--- src/rtl/snake_pkg.sv ---
// ---------------------------------------------------------------------------
// snake_pkg
// Shared types and constants for the snake game score path.
//   score_state_t     : score keeper game state (IDLE / PLAYING / OVER)
//   SCORE_MAX_DEFAULT : default saturation value of the score
//   BCD_DIGITS        : number of BCD digits carried beside the binary score
//   bcd_t             : packed BCD digit vector, digit 0 = ones
//   to_bcd()          : constant-friendly binary to BCD conversion
// ---------------------------------------------------------------------------
package snake_pkg;

   typedef enum logic [1:0] {
      S_IDLE,
      S_PLAYING,
      S_OVER
   } score_state_t;

   localparam int SCORE_MAX_DEFAULT = 999;
   localparam int BCD_DIGITS        = 3;

   typedef logic [BCD_DIGITS-1:0][3:0] bcd_t;

   // Only ever evaluated on parameters, so the divisions fold away at
   // elaboration and never reach the netlist.
   function automatic bcd_t to_bcd(int value);
      bcd_t digits;
      int   rest;
      rest = value;
      for (int i = 0; i < BCD_DIGITS; i++) begin
         digits[i] = 4'(rest % 10);
         rest      = rest / 10;
      end
      return digits;
   endfunction

endpackage

--- src/rtl/bcd_digit_add.sv ---
// ---------------------------------------------------------------------------
// bcd_digit_add
// One decimal digit of a ripple BCD adder.
//   digit     in  4  current BCD digit (0..9)
//   addend    in  4  value added to the digit (0..9)
//   carry_in  in  1  carry from the next-lower digit
//   digit_out out 4  resulting BCD digit (0..9)
//   carry_out out 1  carry into the next-higher digit
// Inputs must satisfy digit + addend + carry_in <= 19.
// ---------------------------------------------------------------------------
module bcd_digit_add (
   input  logic [3:0] digit,
   input  logic [3:0] addend,
   input  logic       carry_in,
   output logic [3:0] digit_out,
   output logic       carry_out
);

   logic [4:0] sum;

   assign sum       = {1'b0, digit} + {1'b0, addend} + {4'b0000, carry_in};
   assign carry_out = (sum >= 5'd10);
   // For sums 10..19, subtracting 10 modulo 16 on the low nibble gives the
   // same result as a full 5-bit subtraction, so no wide adjust is needed.
   assign digit_out = carry_out ? (sum[3:0] - 4'd10) : sum[3:0];

endmodule

--- src/rtl/snake_score_keeper.sv ---
// ---------------------------------------------------------------------------
// snake_score_keeper
// Game score producer for the VGA score display. Counts food events while
// playing, saturates at MAX_SCORE, holds the score after game over and keeps
// the session high score. A BCD copy of the score is kept in lockstep so the
// display needs no dividers.
//   clk        in   1        system clock
//   reset      in   1        synchronous, active-high reset
//   new_game   in   1        level; start or restart a game
//   food_eaten in   1        one event per rising edge
//   game_over  in   1        level; ends the current game
//   score      out  SCORE_W  current binary score
//   ones       out  4        BCD ones digit of score
//   tens       out  4        BCD tens digit of score
//   huns       out  4        BCD hundreds digit of score
//   high_score out  SCORE_W  best score since reset
//   playing    out  1        high while in PLAYING
//   new_high   out  1        high in OVER when the last game set a new high
// All outputs are registered.
// ---------------------------------------------------------------------------
module snake_score_keeper
   import snake_pkg::*;
#(
   parameter int MAX_SCORE       = SCORE_MAX_DEFAULT,
   parameter int POINTS_PER_FOOD = 1,
   parameter int SCORE_W         = 10
) (
   input  logic               clk,
   input  logic               reset,
   input  logic               new_game,
   input  logic               food_eaten,
   input  logic               game_over,
   output logic [SCORE_W-1:0] score,
   output logic [3:0]         ones,
   output logic [3:0]         tens,
   output logic [3:0]         huns,
   output logic [SCORE_W-1:0] high_score,
   output logic               playing,
   output logic               new_high
);

   localparam logic [SCORE_W:0] MAX_EXT = (SCORE_W+1)'(MAX_SCORE);
   localparam logic [SCORE_W:0] PTS_EXT = (SCORE_W+1)'(POINTS_PER_FOOD);
   localparam bcd_t             MAX_BCD = to_bcd(MAX_SCORE);

   score_state_t       state_q, state_d;
   logic               food_prev_q;
   logic               food_evt;
   bcd_t               digits_q, digits_d, digits_sum, digits_inc;
   logic [BCD_DIGITS:0] carry;
   logic [SCORE_W:0]   score_sum;
   logic               saturate;
   logic [SCORE_W-1:0] score_inc, score_after, score_d, high_d;
   logic               new_high_d;
   bcd_t               digits_after;

   assign food_evt = food_eaten & ~food_prev_q;

   // ---- increment path: binary and BCD computed side by side ----
   assign score_sum = {1'b0, score} + PTS_EXT;
   assign carry[0]  = 1'b0;

   for (genvar g = 0; g < BCD_DIGITS; g++) begin : g_digit
      bcd_digit_add u_add (
         .digit     (digits_q[g]),
         .addend    ((g == 0) ? 4'(POINTS_PER_FOOD) : 4'd0),
         .carry_in  (carry[g]),
         .digit_out (digits_sum[g]),
         .carry_out (carry[g+1])
      );
   end

   // A carry out of the top digit can only happen past MAX_SCORE, so it is
   // folded into the saturation test rather than left dangling.
   assign saturate   = (score_sum > MAX_EXT) || carry[BCD_DIGITS];
   assign score_inc  = saturate ? MAX_EXT[SCORE_W-1:0] : score_sum[SCORE_W-1:0];
   assign digits_inc = saturate ? MAX_BCD : digits_sum;

   // Food is counted before any game_over decision in the same cycle.
   assign score_after  = food_evt ? score_inc  : score;
   assign digits_after = food_evt ? digits_inc : digits_q;

   // ---- state register ----
   // NOTE: synchronous reset lives inside the clocked block, and all state
   // uses non-blocking assignments so every register samples pre-edge values.
   always_ff @(posedge clk) begin
      if (reset) state_q <= S_IDLE;
      else       state_q <= state_d;
   end

   // ---- next-state logic ----
   always_comb begin
      state_d = state_q;
      unique case (state_q)
         S_IDLE:    if (new_game)  state_d = S_PLAYING;
         S_PLAYING: if (game_over) state_d = S_OVER;
         S_OVER:    if (new_game)  state_d = S_PLAYING;
         default:   state_d = S_IDLE;
      endcase
   end

   // ---- output / datapath next values ----
   // NOTE: every signal gets a hold default first so no path leaves one
   // unassigned and infers a latch.
   always_comb begin
      score_d    = score;
      digits_d   = digits_q;
      high_d     = high_score;
      new_high_d = new_high;
      unique case (state_q)
         S_IDLE: begin
            score_d    = '0;
            digits_d   = '0;
            new_high_d = 1'b0;
         end
         S_PLAYING: begin
            if (game_over) begin
               score_d    = score_after;
               digits_d   = digits_after;
               new_high_d = (score_after > high_score);
               if (score_after > high_score) high_d = score_after;
            end else if (new_game) begin
               score_d  = '0;
               digits_d = '0;
            end else begin
               score_d  = score_after;
               digits_d = digits_after;
            end
         end
         S_OVER: begin
            if (new_game) begin
               score_d    = '0;
               digits_d   = '0;
               new_high_d = 1'b0;
            end
         end
         default: begin
            score_d    = '0;
            digits_d   = '0;
            new_high_d = 1'b0;
         end
      endcase
   end

   // ---- output registers ----
   always_ff @(posedge clk) begin
      if (reset) begin
         food_prev_q <= 1'b0;
         score       <= '0;
         digits_q    <= '0;
         high_score  <= '0;
         playing     <= 1'b0;
         new_high    <= 1'b0;
      end else begin
         food_prev_q <= food_eaten;
         score       <= score_d;
         digits_q    <= digits_d;
         high_score  <= high_d;
         playing     <= (state_d == S_PLAYING);
         new_high    <= new_high_d;
      end
   end

   assign ones = digits_q[0];
   assign tens = digits_q[1];
   assign huns = digits_q[2];

endmodule

--- config.mk ---
export PLATFORM = sky130hd
export DESIGN_NAME = snake_score_keeper
export DESIGN_NICKNAME = d
export VERILOG_FILES = /design/src/rtl/snake_pkg.sv /design/src/rtl/bcd_digit_add.sv /design/src/rtl/snake_score_keeper.sv
export SDC_FILE = /design/constraint.sdc
export NUM_CORES = 1
export LEC_CHECK = 0
export CORE_ASPECT_RATIO = 1.1
export CORE_MARGIN = 10
export CORE_UTILIZATION = 40
export DETAILED_ROUTE_END_ITERATION = 6
export PLACE_DENSITY_LB_ADDON = 0.2
export SLEW_MARGIN = 20
export SYNTH_ARGS = -nofsm -noshare
export SYNTH_HDL_FRONTEND = slang
export SYNTH_SLANG_ARGS = --single-unit
--- constraint.sdc ---
create_clock -name clk -period 17.3 [get_ports clk]
set_input_delay 3.46 -clock clk [delete_from_list [all_inputs] [get_ports clk]]
set_output_delay 3.46 -clock clk [all_outputs]
set_load 0.005 [all_outputs]
==> results of run 1 <==
[power breakdown]
| group | switching (mW) | internal (mW) | total [mW] |
|---|---|---|---|
| sequential | 0.00252 | 0.0871 | 0.0896 |
| combinational | 0.0123 | 0.00975 | 0.0220 |
| clock | 0.0319 | 0.0471 | 0.0790 |
[synthesized netlist by cell type, types with 3 or more instances]
library cell	instances
sky130_fd_sc_hd__nand2b_1	5
sky130_fd_sc_hd__nor2b_1	7
sky130_fd_sc_hd__o211ai_1	8
sky130_fd_sc_hd__nor3_2	3
sky130_fd_sc_hd__ha_1	21
sky130_fd_sc_hd__dfxtp_1	37
sky130_fd_sc_hd__a22oi_1	6
sky130_fd_sc_hd__a21o_1	5
sky130_fd_sc_hd__nand3_1	11
sky130_fd_sc_hd__xnor2_1	7
sky130_fd_sc_hd__a21oi_1	16
sky130_fd_sc_hd__o21ai_0	14
sky130_fd_sc_hd__nor2_1	22
sky130_fd_sc_hd__o31ai_1	6
sky130_fd_sc_hd__a22o_2	4
sky130_fd_sc_hd__xor2_1	3
sky130_fd_sc_hd__clkbuf_1	4
sky130_fd_sc_hd__o22ai_1	3
sky130_fd_sc_hd__a31oi_1	3
sky130_fd_sc_hd__nand4_1	4
sky130_fd_sc_hd__nor3_1	7
sky130_fd_sc_hd__nand2_1	29
sky130_fd_sc_hd__mux2i_1	4
sky130_fd_sc_hd__a22o_1	7
sky130_fd_sc_hd__and2_1	4
sky130_fd_sc_hd__inv_1	27
[cell families (layout without fill, tap and decap cells)]
family	count (synthesis)	count (layout)	synth area share, %
XOR/XNOR	10	10	3.44
AND/OR/NAND/NOR	101	101	19.9
adder cells (fa/ha/maj)	21	21	10.3
multiplexers	5	5	2.02
buffers and inverters	36	75	6.69
AO/OA/AOI/OAI	96	96	28.5
flip-flops	37	37	29.1
[final timing paths]
| kind | start | slack (ns) | endpoint | depth (start not counted) |
|---|---|---|---|---|
| min reg2reg | high_score[2] | 0.49 | high_score[2] | 2 |
| max | ones[0] | 9.91 | high_score[9] | 31 |
| min | high_score[2] | 0.49 | high_score[2] | 2 |
| max reg2reg | ones[0] | 9.91 | high_score[9] | 31 |
[critical path: cells and delay by family (launching register included)]
kind,cells,cell delay (ns)
compound gates,11,2.76
xor+xnor,2,0.26
fa+ha+maj,9,2.46
buf+inv,2,0.34
flops,1,0.47
mux,1,0.20
simple gates,6,0.75
[state kept, by name, summed over array words and instances (netlist names)]
signal and count:
high_score 10, score 10, huns 4, ones 4, tens 4, state_q 2, food_prev_q 1, new_high 1
playing 1
[routing by layer]
layer | track usage, % | up-vias | share of wire, %
li1 | - | 1190 | -
met1 | 15.9 | 1081 | 44
met2 | 21.1 | 62 | 49
met3 | 3.32 | 6 | 6.3
met4 | 5.27 | 0 | 1.2
met5 | 0 | - | 0
[stage by stage]
stage / hold slack, ns / instance area (um^2) / setup WS (ns) / cells
after floorplan: 0.479 / 2540 / 10.78 / 306
after global routing: 0.529 / 3090 / 9.27 / 425
after global placement: 0.478 / 2970 / 10.32 / 417
after CTS: 0.496 / 3090 / 10.02 / 425
final: 0.490 / 3090 / 9.91 / 425
after detailed placement: 0.484 / 2970 / 10.03 / 417
[area by class of cell]
class | instances | area, um^2 | share of cell area (%)
clock inverters | 1 | 30.0 | 0.973
clock buffers | 7 | 86.3 | 2.80
inverters | 27 | 101 | 3.28
multi-input cells | 233 | 1630 | 52.9
repair buffers | 40 | 395 | 12.8
well taps | 80 | 100 | 3.24
flip-flops and latches | 37 | 741 | 24.0
==> parameters.txt, run 1 <==
Parameter                              Value

Logic synthesis
  Yosys Warn Count ... 0
  Sequential element share of the synthesized area ... 29.1%
  Number of instances in the synthesized netlist ... 306
  Cell taking the most area after synthesis ... sky130_fd_sc_hd__dfxtp_1
  Number of library cell types mapped by synthesis ... 57
  Number of enable flip-flop cells after synthesis ... 0
  Cell area after synthesis ... roughly 2500 um^2
  Avg Inst Size Synth ... roughly 8.3 um^2
  Dominant synthesized flop cell ... sky130_fd_sc_hd__dfxtp_1
  Fraction of registers with async set/reset ... 0%
  Net count after synthesis ... about 330
  Synth top area cells ... sky130_fd_sc_hd__dfxtp_1 (29%), sky130_fd_sc_hd__ha_1 (10%), sky130_fd_sc_hd__nand2_1 (4.3%), sky130_fd_sc_hd__inv_1 (4.0%), sky130_fd_sc_hd__nor2_1 (3.2%)
  Synthesis-stage register bit count ... 37
  Synth top area share ... 29.1%

Timing
  Actual transition at the worst max-transition pin ... 0.692 ns
  Count of pins over their slew limit ... 0
  Fin Setup TNS ... 0 ns
  Finish-stage setup viols ... 0
  Post-Route Skew ... 0.00760 ns
  RSZ-0062 raised after global routing ... false
  Final Hold Viols ... 0
  Max Fclk ... about 140 MHz
  Post-layout minimum cycle time ... 7.39 ns
  Period utilisation layout ... 42.7%
  Worst slew margin relative to its limit ... 53.3%

GRT
  Number of global-route vias before repair ... 2302
  Number of antenna violations at the first check in global routing ... 0
  First-pass GRT wire length ... 10800 um
  GRT Total Usage ... 13.1%
  Maximum number of pins on one net before global-route repair ... 20
  Total grt overflow ... 0

Cells and area
  Commonest non-fill, non-tap cell in the layout ... sky130_fd_sc_hd__clkdlybuf4s50_1
  Post-Route Utilization ... 49.8%
  Final net count ... 370
  Final-layout fill cell count ... 608
  Diodes inserted ... 0
  Most frequent cells in the layout ... sky130_fd_sc_hd__clkdlybuf4s50_1 (38), sky130_fd_sc_hd__dfxtp_1 (37), sky130_fd_sc_hd__nand2_1 (29), sky130_fd_sc_hd__inv_1 (27), sky130_fd_sc_hd__nor2_1 (22)
  Share of post-route cells with drive strength above 1 ... ~8.4%
  Layout area overhead ... 21.3%

Die
  Floorplan die area ... 9950 um^2
  I/O pin count ... 39
  Count of standard-cell rows ... 30
  Die X-Extent ... 96.0 um
  Area of the core region ... 6190 um^2
  Height of the chip ... 104 um
  Starting density of the core ... around two fifths

Drt
  First DRT Iteration DRCs ... 153
  Total wirelength of the detailed-routed design ... 6330 um
  Number of iterations in the first detailed-routing pass ... 4
  WL per Instance ... around 15 um
  DRT antenna net count ... 0
  Count of unresolved DRC violations after routing ... 0
  Total number of vias ... 2339
  Drt via density ... between 5 and 6

Power
  Maximum vdd ir drop ... 0.0437 mV
  Leak ... 1.17 nW
  Pwr dens ... 61.8 nW/um^2
  Total Power ... between 0.15 and 0.2 mW

Critical path
  Kind of critical path ... reg -> reg
  Maximum net fanout on the critical path ... 13
  Most frequent cell on the critical path ... sky130_fd_sc_hd__ha_1
  Largest stage delay on the critical path ... about 0.64 ns
  Endpoint required time on the critical path ... 17.46 ns
  Arrival time worst endpoint ... 7.55 ns
  Crit path capture type ... register
  Slowest stage cell, crit path ... sky130_fd_sc_hd__o311ai_0
  Category of the worst setup path launch point ... register

Clock network
  Post-CTS Hold Buffers ... 0
  Number of cells upsized or downsized after cts ... 0
  Number of buffers created by CTS ... 5
  Clk_lat worst skew ... between 0.2 and 0.3 ns
  Count of buffers added by post-CTS timing repair for setup ... 0
  TritonCTS clock tree ... built
  Clock slew seen by the registers of the worst setup and hold paths ... ~0.08 ns
  Maximum level of the CTS H-tree ... 2
  Clock tree root buffer cell ... sky130_fd_sc_hd__clkbuf_8
  Number of clock sinks ... 37
  Clk buf depth ... 2

Place
  Hpwl dp ... 4790 um
  Final Wtd Congestion ... 0.943
  Port bufs ... 38

Flow run
  Maximum capacitance violations ... 0

Status
  Outcome ... finished clean

Hold path
  HP Class ... reg -> reg
No activity file was read; power rests on OpenSTA's default activity.
==> inputs of run 2 (changes only) <==
Clock period 17.3 ns to 7.4 ns, I/O delays scaled along.
==> run 2 against run 1 <==
Net effect: clock power grew 76%; total power rose by 110%; register-to-register slack got worse by 9.1 ns; combinational power is 140% higher; first-iteration DRC count is 9.2% lower; via count increased by 1.2%; critical path depth is 1 higher; maximum frequency is 12% higher.
==> parameters.txt, run 2 (synthesized netlist as in run 1, its figures left out) <==
Parameter                              Value

Status
  Outcome ... finished clean (unchanged)

Critical path
  Slowest stage cell, crit path ... sky130_fd_sc_hd__dfxtp_1 (was sky130_fd_sc_hd__o311ai_0)
  Worst reg-to-reg path cell count ... 32 (was 31)
  Largest stage delay on the critical path ... 0.46 ns (was 0.64 ns)
  Crit path capture type ... register (unchanged)
  Most frequent cell on the critical path ... sky130_fd_sc_hd__ha_1 (unchanged)
  Maximum net fanout on the critical path ... 10 (was 13)
  Endpoint required time on the critical path ... 7.58 ns (was 17.46 ns)
  Arrival time worst endpoint ... 6.80 ns (was 7.55 ns)
  Category of the worst setup path launch point ... register (unchanged)
  Worst reg2reg endpoint ... high_score[7] (was high_score[9])
  Kind of critical path ... reg -> reg (unchanged)
  Worst reg2reg path startpoint ... ones[0] (unchanged)
  Worst setup slack for register-to-register paths ... 0.78 ns (was 9.91 ns)

Die
  Starting density of the core ... 41.1% (unchanged)
  I/O pin count ... 39 (unchanged)
  Floorplan die area ... 9950 um^2 (unchanged)
  Count of standard-cell rows ... 30 (unchanged)
  Die X-Extent ... 96.0 um (unchanged)
  Height of the chip ... 104 um (unchanged)
  Area of the core region ... 6190 um^2 (unchanged)

Timing
  Finish-stage setup viols ... 0 (unchanged)
  Worst slew margin relative to its limit ... 56.8% (was 53.3%)
  Post-Route Skew ... 0.00297 ns (was 0.00760 ns)
  Final Hold Viols ... 0 (unchanged)
  Count of pins over their slew limit ... 0 (unchanged)
  RSZ-0062 raised after global routing ... false (unchanged)
  Max Fclk ... 151 MHz (was 135 MHz)
  Post-layout minimum cycle time ... 6.62 ns (was 7.39 ns)
  Actual transition at the worst max-transition pin ... 0.646 ns (was 0.692 ns)
  Fin Setup TNS ... 0 ns (unchanged)
  Final setup slack of the worst path ... 0.778 ns (was 9.91 ns)
  Period utilisation layout ... 89.5% (was 42.7%)

Power
  Pwr dens ... 129 nW/um^2 (was 61.8 nW/um^2)
  Leak ... 1.19 nW (was 1.17 nW)
  Maximum vdd ir drop ... 0.0631 mV (was 0.0437 mV)

Drt
  DRT antenna net count ... 0 (unchanged)
  WL per Instance ... 14.5 um (was 14.9 um)
  Drt via density ... 5.49 (was 5.50)
  Number of iterations in the first detailed-routing pass ... 4 (unchanged)
  First DRT Iteration DRCs ... 139 (was 153)
  Total number of vias ... 2368 (was 2339)
  Total wirelength of the detailed-routed design ... 6260 um (was 6330 um)
  Count of unresolved DRC violations after routing ... 0 (unchanged)

Cells and area
  Commonest non-fill, non-tap cell in the layout ... sky130_fd_sc_hd__clkdlybuf4s50_1 (unchanged)
  Share of post-route cells with drive strength above 1 ... 9.97% (was 8.41%)
  Most frequent cells in the layout ... sky130_fd_sc_hd__clkdlybuf4s50_1 (38), sky130_fd_sc_hd__dfxtp_1 (37), sky130_fd_sc_hd__nand2_1 (29), sky130_fd_sc_hd__inv_1 (27), sky130_fd_sc_hd__nor2_1 (22) (unchanged)
  Layout area overhead ... 22.0% (was 21.3%)
  Final net count ... 376 (was 370)
  Diodes inserted ... 0 (unchanged)
  Largest registers in the final layout ... high_score: 10 flops, score: 10 flops (unchanged)

Hold path
  Worst hold path depth ... 2 (unchanged)
  HP Class ... reg -> reg (unchanged)
  Worst hold endpoint ... high_score[6] (was high_score[2])
  Source of the worst hold timing path ... high_score[6] (was high_score[2])

Place
  Place WS ... 0.654 ns (was 10.03 ns)
  Port bufs ... 38 (unchanged)
  Hpwl dp ... 4850 um (was 4790 um)
  Final Wtd Congestion ... 0.929 (was 0.943)

Clock network
  Clk_lat worst skew ... 0.29 ns (about the same)
  Clk buf depth ... 2 (unchanged)
  Count of buffers added by post-CTS timing repair for setup ... 0 (unchanged)
  Maximum level of the CTS H-tree ... 2 (unchanged)
  Number of clock sinks ... 37 (unchanged)
  Clock slew seen by the registers of the worst setup and hold paths ... 0.07 ns (was 0.08 ns)
  Number of buffers created by CTS ... 5 (unchanged)
  Clock tree root buffer cell ... sky130_fd_sc_hd__clkbuf_8 (unchanged)
  TritonCTS clock tree ... built (unchanged)

GRT
  GRT Total Usage ... 12.5% (was 13.1%)
  Total grt overflow ... 0 (unchanged)
  Number of antenna violations at the first check in global routing ... 0 (unchanged)
  Maximum number of pins on one net before global-route repair ... 20 (unchanged)
  First-pass GRT wire length ... 10300 um (was 10800 um)
  Number of global-route vias before repair ... 2160 (was 2302)

Flow run
  Maximum capacitance violations ... 0 (unchanged)
==> run 2: layout make-up <==
| class | instances | area [um^2] |
|---|---|---|
| Tap cell | 80 | 100 |
| Inverter | 27 | 101 |
| Sequential cell | 37 | 741 |
| Fill cell | 593 | 3090 |
| Multi-Input combinational cell | 233 | 1640 |
| Clock inverter | 2 | 10.0 |
| Clock buffer | 6 | 72.6 |
| Timing Repair Buffer | 46 | 440 |
==> run 2: where the power goes <==
| part | leakage, nW | total [mW] | internal (mW) | switching, mW |
|---|---|---|---|---|
| sequential | 0.299 | 0.210 | 0.204 | 0.00604 |
| combinational | 0.843 | 0.0522 | 0.0239 | 0.0283 |
| clock | 0.0450 | 0.139 | 0.0653 | 0.0733 |
==> run 2: metrics by stage <==
stage | total power, mW | std cells | hold WS (ns) | utilization, % | instance area (um^2)
final | 0.401 | 431 | 0.493 | 50.1 | 3100
after global routing | 0.419 | 431 | 0.511 | 50.1 | 3100
after CTS | 0.406 | 431 | 0.491 | 50.0 | 3100
after detailed placement | 0.266 | 423 | 0.481 | 48.7 | 3020
after global placement | 0.266 | 423 | 0.471 | 48.7 | 3020
after floorplan | 0.247 | 306 | 0.479 | - | 2540
==> run 2: worst max-delay path, delay by kind of cell (launching register included) <==
family          cells  cell delay, ns
fa+ha+maj           8            2.19
buf+inv             3            0.60
simple gates        5            0.64
mux                 1            0.20
xor+xnor            2            0.34
flops               1            0.46
compound gates     13            2.05
==> run 2: worst max-delay path by stage <==
| stage | slack (ns) | from | depth (start not counted) | to |
|---|---|---|---|---|
| after floorplan | 0.88 | ones[0] | 31 | high_score[6] |
| after global placement | 0.89 | ones[0] | 32 | high_score[4] |
| after detailed placement | 0.65 | ones[0] | 33 | high_score[7] |
| after CTS | 0.60 | ones[0] | 33 | high_score[7] |
| after global routing | 0.008 | ones[0] | 34 | high_score[7] |
| final | 0.78 | ones[0] | 32 | high_score[7] |
==> run 2: routing by layer <==
metal  wire length (um)  global-route usage, %
met3                374                   2.96
met5                  0                      0
met4                123                   4.85
met2               2920                   19.6
met1               2840                   15.9
==> run 2: what timing repair did <==
action                     4_1_cts  5_1_grt
setup endpoints to repair        0       11
gates resized for setup          0        1
hold buffers                     0        0
==> inputs of run 3 (changes only) <==
Settings changed: REMOVE_ABC_BUFFERS from default to 1.
==> run 3 against run 2 <==
Net effect: wire length grew 5.9%; maximum frequency shrank 2.5%; clock-buffer cell count shrank 1; global-route usage grew 0.76 points; sequential share of layout area shrank 0.13 points; via count shrank 0.21%; worst hold slack gained 0.0052 ns; die area is the same; highest routed layer unchanged.
==> parameters.txt, run 3 (synthesized netlist as in run 1, its figures left out) <==
Parameter                              Value

Power
  Share of total power consumed by net switching ... 29.1% (was 26.9%)
  Proportion of power drawn by combinational gates ... 14.3% (was 13.0%)
  Leak ... 1.17 nW (was 1.19 nW)
  Pwr dens ... 133 nW/um^2 (was 129 nW/um^2)
  Clk pwr share ... 35.4% (was 34.6%)
  Switching power ... 0.121 mW (was 0.108 mW)
  Flop pwr share ... 50.3% (was 52.4%)
  Maximum vdd ir drop ... 0.0856 mV (was 0.0631 mV)
  Internal Dissipation ... 0.296 mW (was 0.293 mW)

Critical path
  Slowest stage cell, crit path ... sky130_fd_sc_hd__a311oi_2 (was sky130_fd_sc_hd__dfxtp_1)
  Worst setup slack for register-to-register paths ... 0.61 ns (was 0.78 ns)
  Kind of critical path ... reg -> reg (unchanged)
  Endpoint required time on the critical path ... 7.62 ns (was 7.58 ns)
  Worst reg2reg endpoint ... high_score[0] (was high_score[7])
  Maximum net fanout on the critical path ... 9 (was 10)
  Worst reg-to-reg path cell count ... 33 (was 32)
  Launching element of the worst setup path ... ones[0] (unchanged)
  Worst reg2reg path startpoint ... ones[0] (unchanged)
  Largest stage delay on the critical path ... 0.62 ns (was 0.46 ns)
  Most frequent cell on the critical path ... sky130_fd_sc_hd__ha_1 (unchanged)
  Arrival time worst endpoint ... 7.02 ns (was 6.80 ns)
  Combined buffer and inverter count along the critical path ... 2 (was 3)
  Largest delay share family, worst path ... adder cells (unchanged)
  Crit path capture type ... register (unchanged)
  Category of the worst setup path launch point ... register (unchanged)

Timing
  Finish-stage setup viols ... 0 (unchanged)
  Final Hold Slack ... 0.498 ns (was 0.493 ns)
  Post-layout minimum cycle time ... 6.79 ns (was 6.62 ns)
  RSZ-0062 raised after global routing ... false (unchanged)
  Actual transition at the worst max-transition pin ... 0.739 ns (was 0.646 ns)
  Period utilisation layout ... 91.8% (was 89.5%)
  Fin Setup TNS ... 0 ns (unchanged)
  Final Hold Viols ... 0 (unchanged)
  Post-Route Skew ... 0.00945 ns (was 0.00297 ns)
  Worst slew margin relative to its limit ... 50.6% (was 56.8%)
  Max Fclk ... 147 MHz (was 151 MHz)
  Count of pins over their slew limit ... 0 (unchanged)

Clock network
  Number of clock sinks ... 37 (unchanged)
  Post-CTS Hold Buffers ... 0 (unchanged)
  Clk_lat worst skew ... 0.30 ns (was 0.29 ns)
  Count of buffers added by post-CTS timing repair for setup ... 0 (unchanged)
  Maximum level of the CTS H-tree ... 2 (unchanged)
  Clock slew seen by the registers of the worst setup and hold paths ... 0.08 ns (was 0.07 ns)
  Number of cells upsized or downsized after cts ... 0 (unchanged)
  Number of buffers created by CTS ... 5 (unchanged)
  Clock tree root buffer cell ... sky130_fd_sc_hd__clkbuf_8 (unchanged)
  TritonCTS clock tree ... built (unchanged)
  Clk buf depth ... 2 (unchanged)

Die
  Area of the core region ... 6190 um^2 (unchanged)
  Starting density of the core ... 41.1% (unchanged)
  Count of standard-cell rows ... 30 (unchanged)
  Height of the chip ... 104 um (unchanged)
  Floorplan die area ... 9950 um^2 (unchanged)
  I/O pin count ... 39 (unchanged)
  Die X-Extent ... 96.0 um (unchanged)

Place
  Hpwl dp ... 4960 um (was 4850 um)
  Port bufs ... 38 (unchanged)
  Post-placement cell area ... 3000 um^2 (was 3020 um^2)
  Final Wtd Congestion ... 0.848 (was 0.929)

Drt
  WL per Instance ... 15.5 um (was 14.5 um)
  Count of unresolved DRC violations after routing ... 0 (unchanged)
  DRT antenna net count ... 0 (unchanged)
  Total wirelength of the detailed-routed design ... 6630 um (was 6260 um)
  Number of iterations in the first detailed-routing pass ... 4 (unchanged)
  Drt via density ... 5.51 (was 5.49)
  First DRT Iteration DRCs ... 156 (was 139)
  Total number of vias ... 2363 (was 2368)

Hold path
  Source of the worst hold timing path ... new_high (was high_score[6])
  HP Class ... reg -> reg (unchanged)
  Worst hold path depth ... 2 (unchanged)
  Worst hold endpoint ... new_high (was high_score[6])

Cells and area
  Final net count ... 374 (was 376)
  Final-layout fill cell count ... 598 (was 593)
  Post-Route Utilization ... 50.4% (was 50.1%)
  Largest registers in the final layout ... high_score: 10 flops, score: 10 flops (unchanged)
  Layout area overhead ... 22.7% (was 22.0%)
  Share of post-route cells with drive strength above 1 ... 10.0% (was 9.97%)
  Diodes inserted ... 0 (unchanged)
  Post-route design area ... 3120 um^2 (was 3100 um^2)
  Commonest non-fill, non-tap cell in the layout ... sky130_fd_sc_hd__clkdlybuf4s50_1 (unchanged)
  Most frequent cells in the layout ... sky130_fd_sc_hd__clkdlybuf4s50_1 (38), sky130_fd_sc_hd__dfxtp_1 (37), sky130_fd_sc_hd__nand2_1 (29), sky130_fd_sc_hd__inv_1 (27), sky130_fd_sc_hd__nor2_1 (22) (unchanged)

Flow run
  Maximum capacitance violations ... 0 (unchanged)

Status
  Outcome ... finished clean (unchanged)

GRT
  Total grt overflow ... 0 (unchanged)
  GRT Total Usage ... 13.3% (was 12.5%)
  First-pass GRT wire length ... 10800 um (was 10300 um)
  Maximum number of pins on one net before global-route repair ... 20 (unchanged)
  Number of antenna violations at the first check in global routing ... 0 (unchanged)
  Number of global-route vias before repair ... 2195 (was 2160)
## run 3: cell count changes in the layout (fill, tap and decap cells not counted)
cell                         before  now
sky130_fd_sc_hd__clkbuf_1         1    0
sky130_fd_sc_hd__clkinvlp_4       0    1
sky130_fd_sc_hd__clkinv_2         2    1
sky130_fd_sc_hd__buf_4            8    5
sky130_fd_sc_hd__inv_6            0    1
sky130_fd_sc_hd__a221oi_2         0    1
sky130_fd_sc_hd__a311oi_4         0    1
sky130_fd_sc_hd__a221oi_1         2    1
## run 3: how the worst max path moves through the flow
stage                          endpoint  slack (ns)  cells after the start
after CTS                 high_score[3]        0.43                     34
after global routing      high_score[0]      0.0009                     33
after floorplan           high_score[3]        0.73                     30
final                     high_score[0]        0.61                     33
after detailed placement  high_score[3]        0.47                     33
after global placement    high_score[3]        0.43                     31
## run 3: layer usage
metal  routed length, um  global-route usage [%]  up-vias
met1                3060                    17.6     1086
met2                2990                    19.3       61
li1                    -                       -     1203
met3                 408                    3.97       13
met4                 174                    5.38        0
met5                   0                       0        -
## run 3: layout make-up
cell class,instances,area [um^2],area share (%)
Inverter,27,101,3.25
Clock buffer,5,68.8,2.20
Timing Repair Buffer,43,418,13.4
Tap cell,80,100,3.21
Clock inverter,3,21.3,0.681
Multi-Input combinational cell,234,1670,53.5
Sequential cell,37,741,23.7
## run 3: tightest hold or removal path, stage by stage, from the launching register on
cell	delay (ns)
sky130_fd_sc_hd__dfxtp_1	0.33
sky130_fd_sc_hd__a21oi_1	0.06
sky130_fd_sc_hd__nor2_1	0.07
## run 3: power groups by stage
stage	clock network, mW	registers (mW)	logic [mW]
2_1_floorplan	0	0.213	0.0310
3_3_place_gp	0	0.214	0.0513
3_5_place_dp	0	0.214	0.0549
4_1_cts	0.156	0.210	0.0554
5_1_grt	0.164	0.210	0.0651
6_report	0.147	0.210	0.0596
## run 3: stage by stage
| step | cells | power [mW] | setup WS [ns] |
|---|---|---|---|
| after global routing | 429 | 0.439 | 0.000901 |
| after CTS | 428 | 0.421 | 0.433 |
| after floorplan | 297 | 0.244 | 0.730 |
| final | 429 | 0.417 | 0.609 |
| after detailed placement | 420 | 0.269 | 0.469 |
| after global placement | 420 | 0.265 | 0.427 |
